===== config.mk =====
export PLATFORM = sky130hd
export DESIGN_NAME = gray_stream_conv
export DESIGN_NICKNAME = d
export VERILOG_FILES = /design/src/rtl/gray_conv_pkg.sv /design/src/rtl/gray_window_enc.sv /design/src/rtl/gray_stream_conv.sv
export SDC_FILE = /design/constraint.sdc
export NUM_CORES = 1
export LEC_CHECK = 0
export BUFFER_PORTS_ARGS = -buffer_cell sky130_fd_sc_hd__buf_2
export CORE_MARGIN = 3
export CORE_UTILIZATION = 45
export DETAILED_ROUTE_END_ITERATION = 10
export PLACE_DENSITY = 0.7
export SLEW_MARGIN = 5
export SYNTH_ARGS = -nofsm -noshare
export SYNTH_HDL_FRONTEND = slang
export SYNTH_SLANG_ARGS = --single-unit

===== constraint.sdc =====
create_clock -name clk -period 3 [get_ports clk]
set_input_delay 0.3 -clock clk [delete_from_list [all_inputs] [get_ports clk]]
set_output_delay 0.3 -clock clk [all_outputs]
set_load 0.02 [all_outputs]

===== src/rtl/gray_conv_pkg.sv =====
// gray_conv_pkg: shared types and constants for the Gray stream converter.
//   state_t          - converter FSM states (IDLE / LOAD / SEND)
//   *_DEF            - default geometry of the frame word and beat stream
//   frm_ch_lsb()     - LSB offset of the channel field in the frame word
//   frm_pay_lsb()    - LSB offset of the payload field in the frame word
// Frame word layout is {payload, ch, len} with len in the LSBs.
package gray_conv_pkg;

   localparam int unsigned SEG_W_DEF = 16;
   localparam int unsigned SEG_N_DEF = 8;
   localparam int unsigned CH_N_DEF  = 8;
   localparam int unsigned LEN_W_DEF = 4;
   localparam int unsigned CNT_W_DEF = 16;

   typedef enum logic [1:0] {
      IDLE = 2'd0,
      LOAD = 2'd1,
      SEND = 2'd2
   } state_t;

   // Channel field sits directly above the length field.
   function automatic int unsigned frm_ch_lsb(input int unsigned len_w);
      return len_w;
   endfunction

   // Payload field sits above length and channel.
   function automatic int unsigned frm_pay_lsb(input int unsigned len_w,
                                               input int unsigned ch_n);
      return len_w + ch_n;
   endfunction

endpackage


===== src/rtl/gray_window_enc.sv =====
// gray_window_enc: combinational Gray encoder for the length-selected window.
//   i_payload [PAY_W] - frame payload
//   i_len     [LEN_W] - window length in SEG_W-bit segments (0..SEG_N)
//   o_win     [PAY_W] - Gray-coded window, left-aligned, zero below the window
// The window is the top i_len*SEG_W payload bits. Its MSB passes through and
// each lower window bit is XORed with its left neighbour; payload bits below
// the window never reach the output.
module gray_window_enc #(
   parameter int unsigned SEG_W = 16,
   parameter int unsigned SEG_N = 8,
   parameter int unsigned LEN_W = 4,
   localparam int unsigned PAY_W = SEG_W * SEG_N
) (
   input  logic [PAY_W-1:0] i_payload,
   input  logic [LEN_W-1:0] i_len,
   output logic [PAY_W-1:0] o_win
);

   logic [PAY_W-1:0] w_mask;
   logic [PAY_W-1:0] w_sel;

   // Segment s (counted from the top) belongs to the window when s < len.
   for (genvar s = 0; s < SEG_N; s++) begin : g_seg
      assign w_mask[PAY_W-1-s*SEG_W -: SEG_W] = {SEG_W{(LEN_W'(s) < i_len)}};
   end

   assign w_sel = i_payload & w_mask;
   // Re-mask so the window LSB shifted down does not leak below the window.
   assign o_win = (w_sel ^ (w_sel >> 1)) & w_mask;

endmodule


===== src/rtl/gray_stream_conv.sv =====
// gray_stream_conv: pops one frame from the upstream FIFO, Gray-encodes the
// length-selected payload window and streams it as SEG_W-bit beats.
//   clk, rst_n          - clock, asynchronous active-low reset
//   fifo_empty          - upstream FIFO empty
//   fifo_rd_en          - FIFO pop (combinational); data valid next cycle
//   data_from_fifo      - frame word {payload, ch, len}
//   dout/dout_vld/dout_rdy/dout_last - beat stream, valid/ready handshake
//   dout_ch             - frame channel, held until the next legal frame
//   data_count          - frame length in bits, held until the next legal frame
//   err_len             - one-cycle pulse when an over-length frame is dropped
//   dout_par            - even parity of dout (only with GRAY_CONV_PARITY_EN)
// Build option: define GRAY_CONV_PARITY_EN to add the dout_par port.
module gray_stream_conv
   import gray_conv_pkg::*;
#(
   parameter int unsigned SEG_W = SEG_W_DEF,
   parameter int unsigned SEG_N = SEG_N_DEF,
   parameter int unsigned CH_N  = CH_N_DEF,
   parameter int unsigned LEN_W = LEN_W_DEF,
   parameter int unsigned CNT_W = CNT_W_DEF,
   localparam int unsigned PAY_W = SEG_W * SEG_N,
   localparam int unsigned FRM_W = PAY_W + CH_N + LEN_W
) (
   input  logic             clk,
   input  logic             rst_n,
   input  logic             fifo_empty,
   output logic             fifo_rd_en,
   input  logic [FRM_W-1:0] data_from_fifo,
   output logic [SEG_W-1:0] dout,
   output logic             dout_vld,
   input  logic             dout_rdy,
   output logic             dout_last,
   output logic [CH_N-1:0]  dout_ch,
   output logic [CNT_W-1:0] data_count,
   output logic             err_len
`ifdef GRAY_CONV_PARITY_EN
   ,
   output logic             dout_par
`endif
);

   localparam int unsigned      CH_LSB  = frm_ch_lsb(LEN_W);
   localparam int unsigned      PAY_LSB = frm_pay_lsb(LEN_W, CH_N);
   localparam logic [LEN_W-1:0] SEG_N_L = LEN_W'(SEG_N);
   localparam logic [LEN_W-1:0] ONE_L   = LEN_W'(1);

   state_t           r_state;
   state_t           w_state_nxt;
   logic [PAY_W-1:0] r_shift;
   logic [LEN_W-1:0] r_cnt;
   logic [CH_N-1:0]  r_ch;
   logic [CNT_W-1:0] r_count;

   logic [LEN_W-1:0] w_len;
   logic [CH_N-1:0]  w_ch;
   logic [PAY_W-1:0] w_pay;
   logic [PAY_W-1:0] w_win;
   logic             w_len_ok;
   logic             w_load;
   logic             w_shift;

   // Frame field extraction.
   assign w_len    = data_from_fifo[LEN_W-1:0];
   assign w_ch     = data_from_fifo[CH_LSB +: CH_N];
   assign w_pay    = data_from_fifo[PAY_LSB +: PAY_W];
   assign w_len_ok = (w_len != '0) && (w_len <= SEG_N_L);

   gray_window_enc #(
      .SEG_W (SEG_W),
      .SEG_N (SEG_N),
      .LEN_W (LEN_W)
   ) u_enc (
      .i_payload (w_pay),
      .i_len     (w_len),
      .o_win     (w_win)
   );

   // State register.
   always_ff @(posedge clk or negedge rst_n) begin
      if (!rst_n) r_state <= IDLE;
      else        r_state <= w_state_nxt;
   end

   // Next-state and datapath strobes.
   always_comb begin
      w_state_nxt = r_state;
      w_load      = 1'b0;
      w_shift     = 1'b0;
      case (r_state)
         IDLE: if (fifo_rd_en) w_state_nxt = LOAD;
         LOAD: begin
            if (w_len_ok) begin
               w_load      = 1'b1;
               w_state_nxt = SEND;
            end else begin
               w_state_nxt = IDLE;
            end
         end
         SEND: begin
            if (dout_rdy) begin
               w_shift = 1'b1;
               if (r_cnt == ONE_L) w_state_nxt = IDLE;
            end
         end
         default: w_state_nxt = IDLE;
      endcase
   end

   // Shift register, beat counter and per-frame sideband.
   always_ff @(posedge clk or negedge rst_n) begin
      if (!rst_n) begin
         r_shift <= '0;
         r_cnt   <= '0;
         r_ch    <= '0;
         r_count <= '0;
      end else if (w_load) begin
         r_shift <= w_win;
         r_cnt   <= w_len;
         r_ch    <= w_ch;
         r_count <= CNT_W'(w_len) * CNT_W'(SEG_W);
      end else if (w_shift) begin
         r_shift <= r_shift << SEG_W;
         r_cnt   <= r_cnt - ONE_L;
      end
   end

   // rst_n gates the pop so nothing is taken from the FIFO while in reset.
   assign fifo_rd_en = (r_state == IDLE) && !fifo_empty && rst_n;
   assign err_len    = (r_state == LOAD) && (w_len > SEG_N_L);
   assign dout       = r_shift[PAY_W-1 -: SEG_W];
   assign dout_vld   = (r_state == SEND);
   assign dout_last  = (r_state == SEND) && (r_cnt == ONE_L);
   assign dout_ch    = r_ch;
   assign data_count = r_count;

`ifdef GRAY_CONV_PARITY_EN
   assign dout_par = dout_vld & (^dout);
`endif

endmodule


==> flow_metrics.env, run 1 <==
export IMPL_fin_hold_ws_ns=0.0469
export IMPL_via_count=6928
export IMPL_cp_cell_sequence="nor2b_1 -> buf_4 -> o311a_2 -> buf_2"
export IMPL_slew_headroom_pct=20.2
export IMPL_dp_cells=1252
export IMPL_fin_crit_ns=2.24
export IMPL_h_tree_depth=4
export IMPL_coreArea_mm2=0.0175
export IMPL_drt_wl_total_um=21100
export IMPL_grtUsageTotal_pct=21.4
export IMPL_yosys_warnings=0
export IMPL_overflow=0
export IMPL_cts_buffers_inserted=17
export IMPL_die_h_um=141
export IMPL_cp_slowest_cell="dfrtp_1"
export IMPL_critPathLaunch="r_state[0]$_DFFE_PN0P_"
export IMPL_arrival_ns=1.94
export IMPL_routed_via_density=5.39
export IMPL_dp_hpwl_um=15000
export IMPL_finalSetupViolations=0
export IMPL_finalCritPeriodShare_pct=74.8
export IMPL_grt_first_pass_wirelength_um=33900
export IMPL_setup_tns_final_ns=0
export IMPL_startpoint_type="register"
export IMPL_avgSynthCellArea_um2=8.88
export IMPL_tightest_slew_ns=1.20
export IMPL_seq_power_share_pct=40.4
export IMPL_synth_mux_area_share_pct=0
export IMPL_die_x_um=141
export IMPL_final_nets=1193
export IMPL_placed_area_mm2=0.00892
export IMPL_drtIter0Drc=468
export IMPL_post_drt_wl_per_cell_um=16.4
export IMPL_ys_flop_type="dfrtp_1"
export IMPL_r2r_start="r_state[0]$_DFFE_PN0P_"
export IMPL_clk_latency_ns=0.42
export IMPL_io_pin_count=188
export IMPL_required_ns=2.70
export IMPL_synth_edff_count=0
export IMPL_synth_area_mm2=0.00817
export IMPL_drcViolationCount=0
export IMPL_grt_pass1_vias=6647
export IMPL_post_synth_xor_area_fraction_pct=13.4
export IMPL_ant_nets=0
export IMPL_drive_gt1_share_pct=21.8
export IMPL_power_density_mw_per_mm2=902
export IMPL_power_frac_clock_pct=28.3
export IMPL_nFillCells=1667
export IMPL_cp_end_kind="output pin"
export IMPL_clk_path_buf_depth=2
export IMPL_dr_pass1_iters=5
export IMPL_worstPathMaxFanout=19
export IMPL_slowest_delay_ns=0.44
export IMPL_p_leak_nw=4.36
export IMPL_cts_resized=0
export IMPL_yosysUniqueCellTypes=50
export IMPL_synth_compound_gate_area_share_pct=17.0
export IMPL_p_total_mw=8.68
export IMPL_vdd_drop_max_mv=0.490
export IMPL_port_buffers=175
export IMPL_clk_pin_slew_ns=0.06
export IMPL_final_hold_viol_count=0
export IMPL_synth_seq_cells=146
export IMPL_synth_seq_area_share_pct=44.7
export IMPL_ys_async_sr_fraction_pct=100
export IMPL_start_util_pct=46.6
export IMPL_fin_area_mm2=0.00962
export IMPL_yosys_area_share_simple_pct=17.3
export IMPL_slew_viol_final=0
export IMPL_syn2layout_area_growth_pct=17.7
export IMPL_drv_cap=0
export IMPL_clock_sinks=146
export IMPL_rows=48
export IMPL_p_sw_mw=3.06
export IMPL_grt_max_degree=131
export IMPL_antenna_cells=0
export IMPL_die_area_mm2=0.0198
export IMPL_sw_frac_of_total_pct=35.3
export IMPL_pre_cts_slack_ns=0.685
export IMPL_place_congestion=0.860
export IMPL_fin_util_pct=54.8
export IMPL_synth_top_family_by_area="simple AND/OR/NAND/NOR gates"
export IMPL_fmax_mhz=446
export IMPL_instances_no_fill=1285
export IMPL_skew_ns=0.00697
export IMPL_p_comb_share_pct=31.3
export IMPL_synthCells=921
export IMPL_holdCritStartpoint="fifo_empty"
export IMPL_worstSetupPathType="register to output pin"
export IMPL_cts_tree="done"
export IMPL_p_int_mw=5.62
export IMPL_outcome="complete, no violations"
export IMPL_synth_fa_ha_area_share_pct=0.306
export IMPL_cts_root_buf="clkbuf_16"
export IMPL_antenna_found_initial=0
export IMPL_rsz0062_at_grt="false"
export IMPL_setup_ws_ns=0.755
export IMPL_hp_class="input port to register"
[placed cells by master, fill, tap and decap left out, drive strengths merged, types with 19 or more instances in the layout]
cell type | netlist | final
buf | 64 | 186
dfrtp | 146 | 146
nand2 | 141 | 141
nor2 | 97 | 97
xor2 | 90 | 90
o21ai | 74 | 74
a21oi | 73 | 73
nand3 | 66 | 66
xnor2 | 35 | 35
clkbuf | 27 | 19
[Yosys cell counts (4+ instances only)]
cell        n  share of area (%)
o21a_1     17                1.6
o32ai_1    16                1.7
o21ai_0    66                4.0
buf_1       6               0.28
buf_4      35                3.2
buf_6       8                1.1
xor2_1     90                9.6
dfrtp_1   146                 45
o21ai_1     7               0.43
nand2_1   141                6.5
nand3_1    65                4.0
clkbuf_1   24                1.1
nor4b_1     4               0.43
o211ai_1   17                1.6
a21oi_1    70                4.3
a31oi_1    16                1.2
buf_2      15               0.92
xnor2_1    35                3.8
nor2_1     97                4.5
[kinds of logic after synthesis]
kind of cell / count (synthesis)
xor+xnor: 125
flops: 146
buf+inv: 94
other cells: 1
simple gates: 327
compound gates: 226
fa+ha+maj: 2
[flip-flops by register name (all words and copies together) (netlist names)]
register,flops
r_shift,128
dout_ch,8
data_count,4
r_cnt,4
r_state,2
[power by group through the flow]
stage | logic [mW] | registers [mW] | clock network, mW
final | 2.72 | 3.51 | 2.45
after global routing | 3.08 | 3.61 | 2.57
after CTS | 2.75 | 3.51 | 2.48
after detailed placement | 2.73 | 3.54 | 0
after global placement | 2.65 | 3.52 | 0
after floorplan | 2.09 | 3.41 | 0
[final timing paths]
path,depth (start not counted),end,slack [ns]
worst max-delay path,4,err_len,0.76
worst min-delay path,2,r_state[0]$_DFFE_PN0P_,0.05
worst max register to register,5,r_shift[59]$_DFFE_PN0P_,0.85
worst min register to register,2,data_count[7]$_DFFE_PN0N_,0.47
max in group asynchronous,3,r_shift[102]$_DFFE_PN0P_,1.71
min in group asynchronous,2,r_shift[123]$_DFFE_PN0P_,0.28
[final cells by class]
| class | instances | area, um^2 | share of cell area [%] |
|---|---|---|---|
| repair buffers | 187 | 1010 | 10.5 |
| flip-flops and latches | 146 | 3650 | 38.0 |
| well taps | 225 | 282 | 2.93 |
| inverters | 3 | 11.3 | 0.117 |
| clock buffers | 19 | 453 | 4.71 |
| clock inverters | 13 | 230 | 2.39 |
| multi-input cells | 692 | 3980 | 41.3 |
[routing by layer]
| metal | vias to the layer above | part of all wire, % | global-route usage (%) |
|---|---|---|---|
| met5 | - | 0 | 0 |
| li1 | 3337 | - | - |
| met1 | 3326 | 43 | 29.0 |
| met3 | 31 | 5.9 | 3.90 |
| met2 | 234 | 49 | 34.6 |
| met4 | 0 | 2.0 | 7.29 |
[what timing repair did]
item | CTS | global route
setup buffers | 0 | 0
setup endpoints to repair | 0 | 0
hold buffers | 1 | 0
hold endpoints to repair | 16 | 0
[critical path: cells and delay by family (launching register included)]
kind | cells | cell delay [ns]
flip-flops | 1 | 0.44
AO/OA/AOI/OAI | 1 | 0.24
AND/OR/NAND/NOR | 1 | 0.37
buffers and inverters | 2 | 0.48
No activity file was read; power rests on OpenSTA's default activity.
==> inputs of run 2 (changes only) <==
Clock period 3 ns to 2.3 ns, I/O delays scaled along.
==> run 2 against run 1 <==
Clock-buffer cell count is 4 higher. Global-route usage is 0.51 points higher. Sequential power is 30% higher. Sequential share of layout area is 0.28 points lower. Critical path type unchanged. Critical endpoint unchanged. Largest power group unchanged. Highest routed layer unchanged.
==> flow_metrics.env, run 2 (synthesis results as in run 1) <==
export IMPL_power_density_mw_per_mm2=1140
export IMPL_port_buffers=175
export IMPL_fmax_mhz=492
export IMPL_rsz0062_at_grt="false"
export IMPL_clk_pin_slew_ns=0.06
export IMPL_power_frac_clock_pct=25.9
export IMPL_drive_gt1_share_pct=21.5
export IMPL_skew_ns=0.00717
export IMPL_via_count=6994
export IMPL_ant_nets=0
export IMPL_required_ns=2.07
export IMPL_die_h_um=141
export IMPL_p_comb_share_pct=32.7
export IMPL_finalSetupViolations=0
export IMPL_place_congestion=0.812
export IMPL_arrival_ns=1.80
export IMPL_p_int_mw=7.07
export IMPL_drt_wl_total_um=21700
export IMPL_hold_buffers=10
export IMPL_dr_pass1_iters=5
export IMPL_io_pin_count=188
export IMPL_largest_register_ffs=128
export IMPL_grt_max_degree=94
export IMPL_worstPathMaxFanout=7
export IMPL_multi_input_area_mm2=0.00398
export IMPL_die_area_mm2=0.0198
export IMPL_startpoint_type="register"
export IMPL_outcome="complete, no violations"
export IMPL_die_x_um=141
export IMPL_clk_path_buf_depth=2
export IMPL_clock_sinks=146
export IMPL_p_total_mw=11.0
export IMPL_dp_cells=1254
export IMPL_dp_hpwl_um=15300
export IMPL_sw_frac_of_total_pct=36.0
export IMPL_ff_latch_area_mm2=0.00365
export IMPL_grtUsageTotal_pct=21.9
export IMPL_tightest_slew_ns=1.25
export IMPL_hp_class="input port to register"
export IMPL_fin_crit_ns=2.03
export IMPL_grt_first_pass_wirelength_um=34600
export IMPL_coreArea_mm2=0.0175
export IMPL_fin_util_pct=55.3
export IMPL_final_common_cell="buf_2"
export IMPL_worstSetupPathType="register to output pin"
export IMPL_cts_resized=0
export IMPL_rows=48
export IMPL_clk_latency_ns=0.43
export IMPL_final_nets=1204
export IMPL_cts_root_buf="clkbuf_16"
export IMPL_routed_via_density=5.39
export IMPL_p_sw_mw=3.97
export IMPL_vdd_drop_max_mv=0.623
export IMPL_largest_register="r_shift"
export IMPL_cts_buffers_inserted=17
export IMPL_syn2layout_area_growth_pct=18.5
export IMPL_cp_end_kind="output pin"
export IMPL_p_leak_nw=4.39
export IMPL_drv_cap=0
export IMPL_cts_tree="done"
export IMPL_instances_no_fill=1298
export IMPL_drcViolationCount=0
export IMPL_final_hold_viol_count=0
export IMPL_start_util_pct=46.6
export IMPL_final_cell_mix="buf_2, dfrtp_1, nand2_1"
export IMPL_grt_pass1_vias=6721
export IMPL_slew_headroom_pct=16.8
export IMPL_seq_power_share_pct=41.3
export IMPL_antenna_found_initial=1
export IMPL_slew_viol_final=0
export IMPL_setup_tns_final_ns=0
export IMPL_post_drt_wl_per_cell_um=16.8
export IMPL_post_cts_buffers=0
export IMPL_drtIter0Drc=448
export IMPL_overflow=0
export IMPL_h_tree_depth=4
export IMPL_nFillCells=1629
export IMPL_finalCritPeriodShare_pct=88.4
## run 2: layout make-up
class                      instances  area share, %
tap                              225           2.91
clock buffer                      23           4.93
multi-input combinational        692           41.0
inverter                           3          0.116
sequential                       146           37.7
timing repair buffer             198           11.9
antenna                            2         0.0517
clock inverter                     9           1.33
## run 2: per-stage QoR
stage | setup slack, ns | hold WS (ns) | cell area [um^2]
after floorplan | 0.666 | -0.0656 | 8220
after global placement | 0.185 | 0.152 | 8980
after detailed placement | 0.146 | 0.153 | 8980
after CTS | 0.241 | 0.0574 | 9680
after global routing | 0.104 | 0.0717 | 9690
final | 0.267 | 0.0619 | 9690
## run 2: critical path, stage by stage, from the launching register on
cell and delay [ns]:
dfrtp_1 0.44, nor2b_1 0.47, o311a_2 0.31, buf_2 0.17
## run 2: path summary, 6_finish.rpt
path,startpoint,end,slack (ns),cells after the start
worst max register to register,r_state[1]$_DFFE_PN0P_,r_shift[27]$_DFFE_PN0P_,0.29,5
min in group asynchronous,rst_n,r_shift[116]$_DFFE_PN0P_,0.27,2
worst min register to register,dout_ch[5]$_DFFE_PN0N_,dout_ch[5]$_DFFE_PN0N_,0.47,2
worst min-delay path,data_from_fifo[139],r_shift[127]$_DFFE_PN0P_,0.06,3
max in group asynchronous,rst_n,r_shift[27]$_DFFE_PN0P_,1.07,3
worst max-delay path,r_state[1]$_DFFE_PN0P_,err_len,0.27,3
## run 2: power by group through the flow
stage | clock network (mW) | logic [mW] | registers [mW]
finish | 2.86 | 3.61 | 4.56
global route | 3.02 | 4.08 | 4.69
CTS | 2.90 | 3.65 | 4.56
detailed placement | 0 | 3.60 | 4.60
global placement | 0 | 3.51 | 4.56
floorplan | 0 | 2.72 | 4.45
## run 2: metal layers
layer | share of wire (%) | wire length [um] | track usage, %
met1 | 41 | 8890 | 28.3
met3 | 6.6 | 1440 | 4.72
met5 | 0 | 0 | 0
met4 | 1.9 | 423 | 7.39
met2 | 51 | 11000 | 36.6
